**config.mk**
```make
export PLATFORM = sky130hd
export DESIGN_NAME = fetch_unit
export DESIGN_NICKNAME = d
export VERILOG_FILES = /design/src/rtl/fetch_unit.sv
export SDC_FILE = /design/constraint.sdc
export NUM_CORES = 1
export LEC_CHECK = 0
export BUFFER_PORTS_ARGS = -buffer_cell sky130_fd_sc_hd__buf_2
export CORE_ASPECT_RATIO = 1.25
export CORE_MARGIN = 2
export CORE_UTILIZATION = 59
export DETAILED_ROUTE_END_ITERATION = 10
export GPL_ROUTABILITY_DRIVEN = 0
export GPL_TIMING_DRIVEN = 0
export MAX_ROUTING_LAYER = met4
export PLACE_DENSITY_LB_ADDON = 0.12
export RECOVER_POWER = 100
export SETUP_SLACK_MARGIN = 0.05
export SKIP_CTS_REPAIR_TIMING = 1
export SLEW_MARGIN = 20
export SYNTH_ARGS = -nofsm -noshare
export SYNTH_HDL_FRONTEND = slang
export SYNTH_SLANG_ARGS = --single-unit
```
**constraint.sdc**
```tcl
create_clock -name clk -period 6.75 [get_ports clk]
set_input_delay 0.3375 -clock clk [delete_from_list [all_inputs] [get_ports clk]]
set_output_delay 0.3375 -clock clk [all_outputs]
set_load 0.01 [all_outputs]
```
**src/rtl/fetch_unit.sv**
```systemverilog
// Instruction-fetch stage: credit-limited imem requests, in-order response FIFO, IF/ID register.
// Define FETCH_BUBBLE_CNT_EN to add the bubble_count output.
module fetch_unit #(
  parameter logic [31:0] RESET_PC  = 32'h0000_0000,
  parameter logic [31:0] NOP_INSTR = 32'h0000_0013,
  parameter int          BUF_DEPTH = 2
) (
  input  logic        clk,
  input  logic        reset,
  input  logic        pc_src,
  input  logic [31:0] pc_branch_dest,
  input  logic        stall,
  output logic        imem_req_valid,
  output logic [31:0] imem_req_addr,
  input  logic        imem_req_ready,
  input  logic        imem_rsp_valid,
  input  logic [31:0] imem_rsp_data,
  output logic [31:0] pc,
  output logic [31:0] pc_plus_4,
  output logic [31:0] instruction,
  output logic        valid
`ifdef FETCH_BUBBLE_CNT_EN
  ,
  output logic [31:0] bubble_count
`endif
);

  localparam int PW = $clog2(BUF_DEPTH);
  localparam int CW = PW + 1;
  localparam logic [CW:0] DEPTH_W = (CW + 1)'(BUF_DEPTH);

  logic [31:0]   fpc_q, fpc_d;
  logic [CW-1:0] outstanding_q, outstanding_d;
  logic [31:0]   dropCnt_q, dropCnt_d;
  logic [31:0]   dropSum;

  logic [31:0]   fifoPc_q    [BUF_DEPTH];
  logic [31:0]   fifoInstr_q [BUF_DEPTH];
  logic [PW-1:0] fifoRd_q, fifoRd_d, fifoWr_q, fifoWr_d;
  logic [CW-1:0] fifoCount_q, fifoCount_d;

  logic [31:0]   shadowPc_q [BUF_DEPTH];
  logic [PW-1:0] shadowRd_q, shadowRd_d, shadowWr_q, shadowWr_d;

  logic [31:0]   pc_q, pc_d, pc4_q, pc4_d, instr_q, instr_d;
  logic          valid_q, valid_d;

  logic          accept, rspGood, loadIfId, takeFifo, bypass, bubble, fifoPush;
  logic [1:0]    unusedDestBits;

  assign unusedDestBits = pc_branch_dest[1:0];

  // Outstanding requests (dropped ones included) plus buffered entries never exceed the FIFO depth.
  assign imem_req_valid = (({1'b0, outstanding_q} + {1'b0, fifoCount_q}) < DEPTH_W) && !pc_src;
  assign imem_req_addr  = fpc_q;

  always_comb begin
    accept   = imem_req_valid && imem_req_ready;
    rspGood  = imem_rsp_valid && !pc_src && (dropCnt_q == '0);
    loadIfId = !stall || !valid_q;
    takeFifo = !pc_src && loadIfId && (fifoCount_q != '0);
    bypass   = !pc_src && loadIfId && (fifoCount_q == '0) && rspGood;
    bubble   = !pc_src && loadIfId && (fifoCount_q == '0) && !rspGood;
    fifoPush = rspGood && !bypass;
  end

  always_comb begin
    fpc_d         = fpc_q;
    dropCnt_d     = dropCnt_q;
    dropSum       = dropCnt_q + 32'(outstanding_q);
    outstanding_d = outstanding_q + CW'(accept) - CW'(imem_rsp_valid);
    fifoRd_d      = fifoRd_q;
    fifoWr_d      = fifoWr_q;
    fifoCount_d   = fifoCount_q;
    shadowRd_d    = shadowRd_q;
    shadowWr_d    = shadowWr_q;
    pc_d          = pc_q;
    pc4_d         = pc4_q;
    instr_d       = instr_q;
    valid_d       = valid_q;

    if (pc_src) begin
      fpc_d       = {pc_branch_dest[31:2], 2'b00};
      dropCnt_d   = (imem_rsp_valid && (dropSum != '0)) ? dropSum - 32'd1 : dropSum;
      fifoRd_d    = '0;
      fifoWr_d    = '0;
      fifoCount_d = '0;
      shadowRd_d  = '0;
      shadowWr_d  = '0;
      valid_d     = 1'b0;
      instr_d     = NOP_INSTR;
    end else begin
      if (accept) begin
        fpc_d      = fpc_q + 32'd4;
        shadowWr_d = shadowWr_q + PW'(1);
      end
      if (imem_rsp_valid && (dropCnt_q != '0)) dropCnt_d = dropCnt_q - 32'd1;
      if (rspGood) shadowRd_d = shadowRd_q + PW'(1);
      if (fifoPush) fifoWr_d = fifoWr_q + PW'(1);
      if (takeFifo) fifoRd_d = fifoRd_q + PW'(1);
      fifoCount_d = fifoCount_q + CW'(fifoPush) - CW'(takeFifo);

      if (takeFifo) begin
        pc_d    = fifoPc_q[fifoRd_q];
        pc4_d   = fifoPc_q[fifoRd_q] + 32'd4;
        instr_d = fifoInstr_q[fifoRd_q];
        valid_d = 1'b1;
      end else if (bypass) begin
        pc_d    = shadowPc_q[shadowRd_q];
        pc4_d   = shadowPc_q[shadowRd_q] + 32'd4;
        instr_d = imem_rsp_data;
        valid_d = 1'b1;
      end else if (bubble) begin
        valid_d = 1'b0;
        instr_d = NOP_INSTR;
      end
    end
  end

  always_ff @(posedge clk or negedge reset) begin
    if (!reset) begin
      fpc_q         <= RESET_PC;
      outstanding_q <= '0;
      dropCnt_q     <= '0;
      fifoRd_q      <= '0;
      fifoWr_q      <= '0;
      fifoCount_q   <= '0;
      shadowRd_q    <= '0;
      shadowWr_q    <= '0;
      pc_q          <= '0;
      pc4_q         <= '0;
      instr_q       <= NOP_INSTR;
      valid_q       <= 1'b0;
    end else begin
      fpc_q         <= fpc_d;
      outstanding_q <= outstanding_d;
      dropCnt_q     <= dropCnt_d;
      fifoRd_q      <= fifoRd_d;
      fifoWr_q      <= fifoWr_d;
      fifoCount_q   <= fifoCount_d;
      shadowRd_q    <= shadowRd_d;
      shadowWr_q    <= shadowWr_d;
      pc_q          <= pc_d;
      pc4_q         <= pc4_d;
      instr_q       <= instr_d;
      valid_q       <= valid_d;
    end
  end

  // Storage arrays carry no reset; their occupancy is tracked by the pointers above.
  always_ff @(posedge clk) begin
    if (fifoPush) begin
      fifoPc_q[fifoWr_q]    <= shadowPc_q[shadowRd_q];
      fifoInstr_q[fifoWr_q] <= imem_rsp_data;
    end
    if (accept) shadowPc_q[shadowWr_q] <= fpc_q;
  end

  assign pc          = pc_q;
  assign pc_plus_4   = pc4_q;
  assign instruction = instr_q;
  assign valid       = valid_q;

`ifdef FETCH_BUBBLE_CNT_EN
  logic [31:0] bubbleCount_q;

  always_ff @(posedge clk or negedge reset) begin
    if (!reset) bubbleCount_q <= '0;
    else if (bubble) bubbleCount_q <= bubbleCount_q + 32'd1;
  end

  assign bubble_count = bubbleCount_q;
`endif

endmodule

```
==> results of run 1 <==
-- where the power goes --
part	internal [mW]	total (mW)	switching [mW]
registers	2.38	2.51	0.134
clock network	1.10	1.93	0.836
logic	0.349	1.02	0.672
-- worst max-delay path by stage --
stage                                    to                 startpoint  cells after the start  slack, ns
2_1_floorplan   fifoInstr_q[0][0]$_DFFE_PP_   dropCnt_q[5]$_DFFE_PN0P_                      7       1.32
3_3_place_gp      fifoPc_q[0][26]$_DFFE_PP_   dropCnt_q[5]$_DFFE_PN0P_                      7       -1.0
3_5_place_dp      pc_plus_4[26]$_DFFE_PN0P_                     pc_src                     18       1.23
4_1_cts           pc_plus_4[28]$_DFFE_PN0P_          valid$_DFFE_PN0P_                     17       1.42
5_1_grt        fifoInstr_q[0][16]$_DFFE_PP_  dropCnt_q[11]$_DFFE_PN0P_                      9       0.58
6_report       fifoInstr_q[1][19]$_DFFE_PP_  dropCnt_q[11]$_DFFE_PN0P_                      9       0.94
-- sequential cells by signal, summed over array words and instances (netlist names), 30 cells and up --
name / count
fifoInstr_q: 64
fifoPc_q: 60
shadowPc_q: 60
dropCnt_q: 32
instruction: 32
imem_req_addr: 30
pc: 30
pc_plus_4: 30
-- worst reg2reg max path, cell delays in order, from the launching register on --
cell and delay [ns]:
sky130_fd_sc_hd__dfrtp_1 0.42, sky130_fd_sc_hd__clkbuf_1 0.23, sky130_fd_sc_hd__or4_1 0.58, sky130_fd_sc_hd__nor3_1 0.52, sky130_fd_sc_hd__nand4_1 0.49, sky130_fd_sc_hd__nor2_1 0.21, sky130_fd_sc_hd__nand2_1 0.23, sky130_fd_sc_hd__a211o_1 0.42
sky130_fd_sc_hd__nor2_1 1.38, sky130_fd_sc_hd__clkbuf_1 0.93
-- cell usage after synthesis, types with 9 or more instances --
cell type	number	share of area
sky130_fd_sc_hd__mux2i_1	84	0.049
sky130_fd_sc_hd__clkbuf_1	72	0.016
sky130_fd_sc_hd__nand4_1	26	0.0094
sky130_fd_sc_hd__inv_1	37	0.0081
sky130_fd_sc_hd__a211oi_1	9	0.0039
sky130_fd_sc_hd__nor3_1	58	0.017
sky130_fd_sc_hd__nor2_1	130	0.028
sky130_fd_sc_hd__a221o_1	43	0.025
sky130_fd_sc_hd__buf_2	15	0.0044
sky130_fd_sc_hd__xor2_1	33	0.017
sky130_fd_sc_hd__mux2_2	21	0.014
sky130_fd_sc_hd__ha_1	11	0.0080
sky130_fd_sc_hd__edfxtp_1	184	0.32
sky130_fd_sc_hd__buf_1	12	0.0026
sky130_fd_sc_hd__nand3_1	64	0.019
sky130_fd_sc_hd__or3_1	12	0.0044
sky130_fd_sc_hd__or4_1	9	0.0039
sky130_fd_sc_hd__dfrtp_1	160	0.23
sky130_fd_sc_hd__nand2_1	191	0.042
sky130_fd_sc_hd__o21ai_0	112	0.033
sky130_fd_sc_hd__a31oi_1	14	0.0051
sky130_fd_sc_hd__and3_1	15	0.0054
sky130_fd_sc_hd__and2_1	10	0.0036
sky130_fd_sc_hd__xnor2_1	44	0.022
sky130_fd_sc_hd__a21oi_1	43	0.012
sky130_fd_sc_hd__nor4_1	19	0.0069
-- per-layer routing --
layer | vias to the layer above | wire [µm]
met5 | - | 0
met2 | 709 | 21600
met4 | 0 | 1710
li1 | 6417 | -
met3 | 161 | 3500
met1 | 6789 | 18800
-- layout make-up --
type | instances | share of cell area
Timing Repair Buffer | 201 | 0.0440
Inverter | 37 | 0.00704
Buffer | 105 | 0.0218
Sequential cell | 347 | 0.487
Tap cell | 390 | 0.0247
Multi-Input combinational cell | 1113 | 0.357
Antenna cell | 2 | 0.000254
Clock buffer | 46 | 0.0485
Clock inverter | 18 | 0.00958
-- per-stage QoR --
step                setup slack [ns]  instances  instance area (µm²)  utilization  hold WS [ns]
floorplan                       1.32       1602                17300            -        0.0419
global placement              -0.997       2182                18700        0.654         0.446
detailed placement              1.23       2188                18900        0.661         0.388
CTS                             1.42       2252                20000        0.701        -0.177
global route                   0.579       2259                19700        0.690        0.0111
finish                         0.943       2259                19700        0.690        0.0137
-- cell families (layout without fill, tap and decap cells) --
group / count (synthesis) / in the layout
multiplexers: 105 / 105
flip-flops: 347 / 347
AO/OA/AOI/OAI: 313 / 313
other: 1 / 8
adder cells (fa/ha/maj): 13 / 13
AND/OR/NAND/NOR: 599 / 599
buffers and inverters: 142 / 407
XOR/XNOR: 77 / 77
==> reports/results.ini, run 1 <==
[die]
initial_core_util=0.603
core_region_area_um2=28600
io_count=200
row_count=69
dieArea_um2=30600
dieWidth_um=157
die_y_um=195

[critical_path]
cp_max_fo=19
cp-end-kind=flip-flop
reg2reg_slack_ns=0.94
critPathArrivalTime_ns=5.94
reg2reg_depth=9
slowest_cell_delay_on_critical_path_ns=1.38
timing.setup.critical_path_class=reg -> reg
critical_path.startpoint_type=flip-flop
reg2reg_from=dropCnt_q[11]$_DFFE_PN0P_
worst_path_bufs_invs=2
cells_along_the_critical_path=clkbuf_1 > or4_1 > nor3_1 > nand4_1 > nor2_1 > nand2_1 > a211o_1 > nor2_1 > clkbuf_1
rr_endpoint=fifoInstr_q[1][19]$_DFFE_PP_
critPathTopFamily=simple AND/OR/NAND/NOR gates
critical_path.slowest_cell=sky130_fd_sc_hd__nor2_1
timing.critical_path.required_ns=6.89

[grt]
globalRouteTotalUtil=0.306
grt_antenna_before_repair=2
grt_max_degree=89
grt_use_met3=0.0413
gr-usage-met2=0.486
overflow=0
globalRoute.busiestLayer=met2
grt_first_pass_wirelength_mm=72.5
first_global_vias=13800
grt_use_met1=0.405

[run_status]
violations=capacitance limit, slew limit
run_status=finished with violations

[detailed_routing]
post-route-drc-count=0
wire_per_inst_um=20.2
first_iter_violations=1319
drt-total-wl_mm=45.6
drt_first_pass_iters=7
final_antenna_net_count=0
route.detailed.vias_per_inst=6.23
routed-via-count=14100

[clock_tree]
cts_made_buffers=35
tritoncts_clock_tree=built
cts.htree.levels=2
cts_sinks=347
cts-root-to-sink-buffers=3
worst_path_clk_slew_ns=0.06
clk-insertion-delay-late_ns=0.55
cts.root.buffer_cell=sky130_fd_sc_hd__clkbuf_16

[pwr]
finalPower_mw=5.46
worst_ir_drop_vdd_mv=0.278
power_per_cell_area_nw_per_um2=277
p_leak_nw=7.16

[synthesis]
synth.mux.area_fraction=0.0625
synth.avg_cell_area_um2=10.8
synth_top_family_by_area=simple AND/OR/NAND/NOR gates
yosys_cell_types=85
syn_inst=1597
ys.flop_type=sky130_fd_sc_hd__edfxtp_1
yosysSeqAreaShare=0.557
postSynth.asyncResetShare=0.470
synth_compound_gate_area_share=0.126
synth_adder_area_share=0.0103
yosys.area_share.simple=0.171
synth.ff_latch_count=347
number_of_synthesized_flops_with_an_enable_pin=184
synth.cell_area_um2=17200
synth_xor_area_frac=0.0391
synthesis.yosys.warnings=0

[min_path]
hold_depth=3
min_delay_worst_endpoint=imem_req_addr[25]$_DFFE_PN0N_
worstHoldStart=pc_branch_dest[25]
holdCritPathClass=in -> reg

[flow_run]
maxCapViolations=3

[cells_and_area]
multiInputGateArea_um2=7040
final_cell_mix=sky130_fd_sc_hd__clkbuf_1 (250), sky130_fd_sc_hd__nand2_1 (191), sky130_fd_sc_hd__edfxtp_1 (184), sky130_fd_sc_hd__dfrtp_1 (160), sky130_fd_sc_hd__nor2_1 (130)
layout_commonest_cell=sky130_fd_sc_hd__clkbuf_1
regArea_um2=9610
nets=1923
drive_above_1_share=0.0696
fillers=2277
flow.area_growth_from_synthesis_pct=14.4

[sta]
timing.slew.headroom=-2.25
clock.fmax_ghz=0.172
hold_viol_final=0
finalClockSkew_ns=0.0354
worst_pin_slew_ns=4.87
finalMaxSlewViolations=115
finalSetupViolations=0
min_period_over_period=0.860
period_minus_slack_ns=5.81
setup_tns_ns=0
grt_setup_unrepaired=no

[place]
place_hpwl_mm=32.3
io_buffers=190

(Power assumes the default switching activity.)
==> run 2, diff against run 1 <==
--- a/config.mk
+++ b/config.mk
@@ -6,9 +6,11 @@
 export NUM_CORES = 1
 export LEC_CHECK = 0
 export BUFFER_PORTS_ARGS = -buffer_cell sky130_fd_sc_hd__buf_2
+export CELL_PAD_IN_SITES_DETAIL_PLACEMENT = 1
+export CELL_PAD_IN_SITES_GLOBAL_PLACEMENT = 1
 export CORE_ASPECT_RATIO = 1.25
 export CORE_MARGIN = 2
-export CORE_UTILIZATION = 59
+export CORE_UTILIZATION = 47
 export DETAILED_ROUTE_END_ITERATION = 10
 export GPL_ROUTABILITY_DRIVEN = 0
 export GPL_TIMING_DRIVEN = 0
==> run 2 against run 1 <==
Effect of this change:
- the flow still finishes with violations (capacitance limit, slew limit)
- fmax down 3.6%
- sequential share of layout area down 0.42 points
- hold slack lost 0.0026 ns
- clock power grew 4%
- utilization decreased by 14 points
- clock skew fell by 0.017 ns
- power increased by 1.9%
- critical path depth did not move
- wire length is 16% higher
- setup slack worse by 0.22 ns
- critical endpoint is now fifoInstr_q[1][22]$_DFFE_PP_
==> reports/results.ini, run 2 (synthesis results as in run 1) <==
[run_status]
run_status=finished with violations
violations=capacitance limit, slew limit

[sta]
clock.fmax_ghz=0.166
hold_viol_final=0
period_minus_slack_ns=6.02
grt_setup_unrepaired=no
worst_pin_slew_ns=4.99
finalSetupViolations=0
worst_slack_ns=0.727
min_period_over_period=0.892
timing.slew.headroom=-2.33
finalClockSkew_ns=0.0184
setup_tns_ns=0
finalMaxSlewViolations=145
final.hold.worst_slack_ns=0.0111

[grt]
overflow=0
first_global_vias=14500
grt_max_degree=88
grt_first_pass_wirelength_mm=82.1
globalRouteTotalUtil=0.281
grt_antenna_before_repair=1

[clock_tree]
cts.htree.levels=2
clk-insertion-delay-late_ns=0.54
cts.root.buffer_cell=sky130_fd_sc_hd__clkbuf_16
tritoncts_clock_tree=built
cts_sinks=347
cts_made_buffers=38
cts-root-to-sink-buffers=3
worst_path_clk_slew_ns=0.06

[cells_and_area]
largestRegisters=fifoInstr_q x64, fifoPc_q x60, shadowPc_q x60
largest_register_ffs=64
finalInstanceArea_um2=19900
flow.area_growth_from_synthesis_pct=15.4
fillers=4072
regArea_um2=9610
largest-register=fifoInstr_q
multiInputGateArea_um2=7040
layoutNonFillerInstCount=2356
nets=1928
layout_commonest_cell=sky130_fd_sc_hd__clkbuf_1
final_cell_mix=sky130_fd_sc_hd__clkbuf_1 (249), sky130_fd_sc_hd__nand2_1 (191), sky130_fd_sc_hd__edfxtp_1 (184), sky130_fd_sc_hd__dfrtp_1 (160), sky130_fd_sc_hd__nor2_1 (130)
drive_above_1_share=0.0699
final_util=0.549

[detailed_routing]
drt_first_pass_iters=5
post-route-drc-count=0
first_iter_violations=923
drt-total-wl_mm=52.7
dr_wl_met3_mm=2.49
final_antenna_net_count=0
detail_route.wirelength.met1_mm=22.8
routed-via-count=14100
highest-signal-layer=met4
route.detailed.vias_per_inst=5.96
detailroute.wirelength.met2_mm=25.7
wire_per_inst_um=22.4

[critical_path]
critPathArrivalTime_ns=6.16
cp_max_fo=22
reg2reg_from=dropCnt_q[11]$_DFFE_PN0P_
cp-end-kind=flip-flop
reg2reg_slack_ns=0.73
critical_path.endpoint=fifoInstr_q[1][22]$_DFFE_PP_
setup.worst_path.start=dropCnt_q[11]$_DFFE_PN0P_
timing.setup.critical_path_class=reg -> reg
timing.critical_path.required_ns=6.89
reg2reg_depth=9
rr_endpoint=fifoInstr_q[1][22]$_DFFE_PP_
critical_path.startpoint_type=flip-flop

[die]
dieWidth_um=175
core_region_area_um2=36200
initial_core_util=0.476
io_count=200
dieArea_um2=38200
die_y_um=218
row_count=78

[pwr]
p_leak_nw=7.18
worst_ir_drop_vdd_mv=0.281
power_per_cell_area_nw_per_um2=280
finalPower_mw=5.57

[min_path]
holdCritPathClass=in -> reg
worstHoldStart=pc_branch_dest[25]

[flow_run]
maxCapViolations=5

[place]
placedInstanceArea_um2=19000
io_buffers=190
pre_cts_slack_ns=0.984
placedCellCount=2278
place_hpwl_mm=37.4

run 2: cell types whose count changed in the layout (fill, tap and decap cells not counted), sizes merged, moves of 2 or more:
cell and delta:
clkinvlp +2, clkbuf +3, bufinv -2, clkinv +4
dlygate4sd3 +2
run 2: how the worst min path moves through the flow:
stage	to	slack [ns]	depth (start not counted)
2_1_floorplan	dropCnt_q[0]$_DFFE_PN0P_	0.04	0
3_3_place_gp	pc_plus_4[10]$_DFFE_PN0P_	0.45	2
3_5_place_dp	instruction[16]$_DFFE_PN0P_	0.39	1
4_1_cts	dropCnt_q[27]$_DFFE_PN0P_	-0.18	1
5_1_grt	imem_req_addr[10]$_DFFE_PN0N_	0.03	3
6_report	imem_req_addr[25]$_DFFE_PN0N_	0.01	3
run 2: power breakdown:
| group | total (mW) | switching, mW | internal (mW) |
|---|---|---|---|
| combinational | 1.04 | 0.693 | 0.348 |
| clock | 2.01 | 0.887 | 1.13 |
| sequential | 2.52 | 0.137 | 2.38 |
| total | 5.57 | 1.72 | 3.85 |
run 2: layer usage:
metal | vias up | global-route usage
met3 | 120 | 0.0320
li1 | 6414 | -
met1 | 7073 | 0.365
met2 | 443 | 0.460
met5 | - | -
met4 | 0 | 0.100
run 2: worst max-delay path, stage by stage, from the launching register on:
cell,delay [ns]
sky130_fd_sc_hd__dfrtp_1,0.42
sky130_fd_sc_hd__clkbuf_1,0.24
sky130_fd_sc_hd__or4_1,0.59
sky130_fd_sc_hd__nor3_1,0.51
sky130_fd_sc_hd__nand4_1,0.46
sky130_fd_sc_hd__nor2_1,0.20
sky130_fd_sc_hd__nand2_1,0.19
sky130_fd_sc_hd__a211o_1,0.41
sky130_fd_sc_hd__nor2_1,1.50
sky130_fd_sc_hd__clkbuf_1,1.08
run 2: area by class of cell:
type                    instances  area share
diodes                          1    0.000126
plain buffers                 105      0.0216
clock buffers                  48      0.0533
clock inverters                22     0.00742
inverters                      37     0.00698
multi-input cells            1113       0.354
flip-flops and latches        347       0.483
well taps                     480      0.0302
repair buffers                203      0.0438
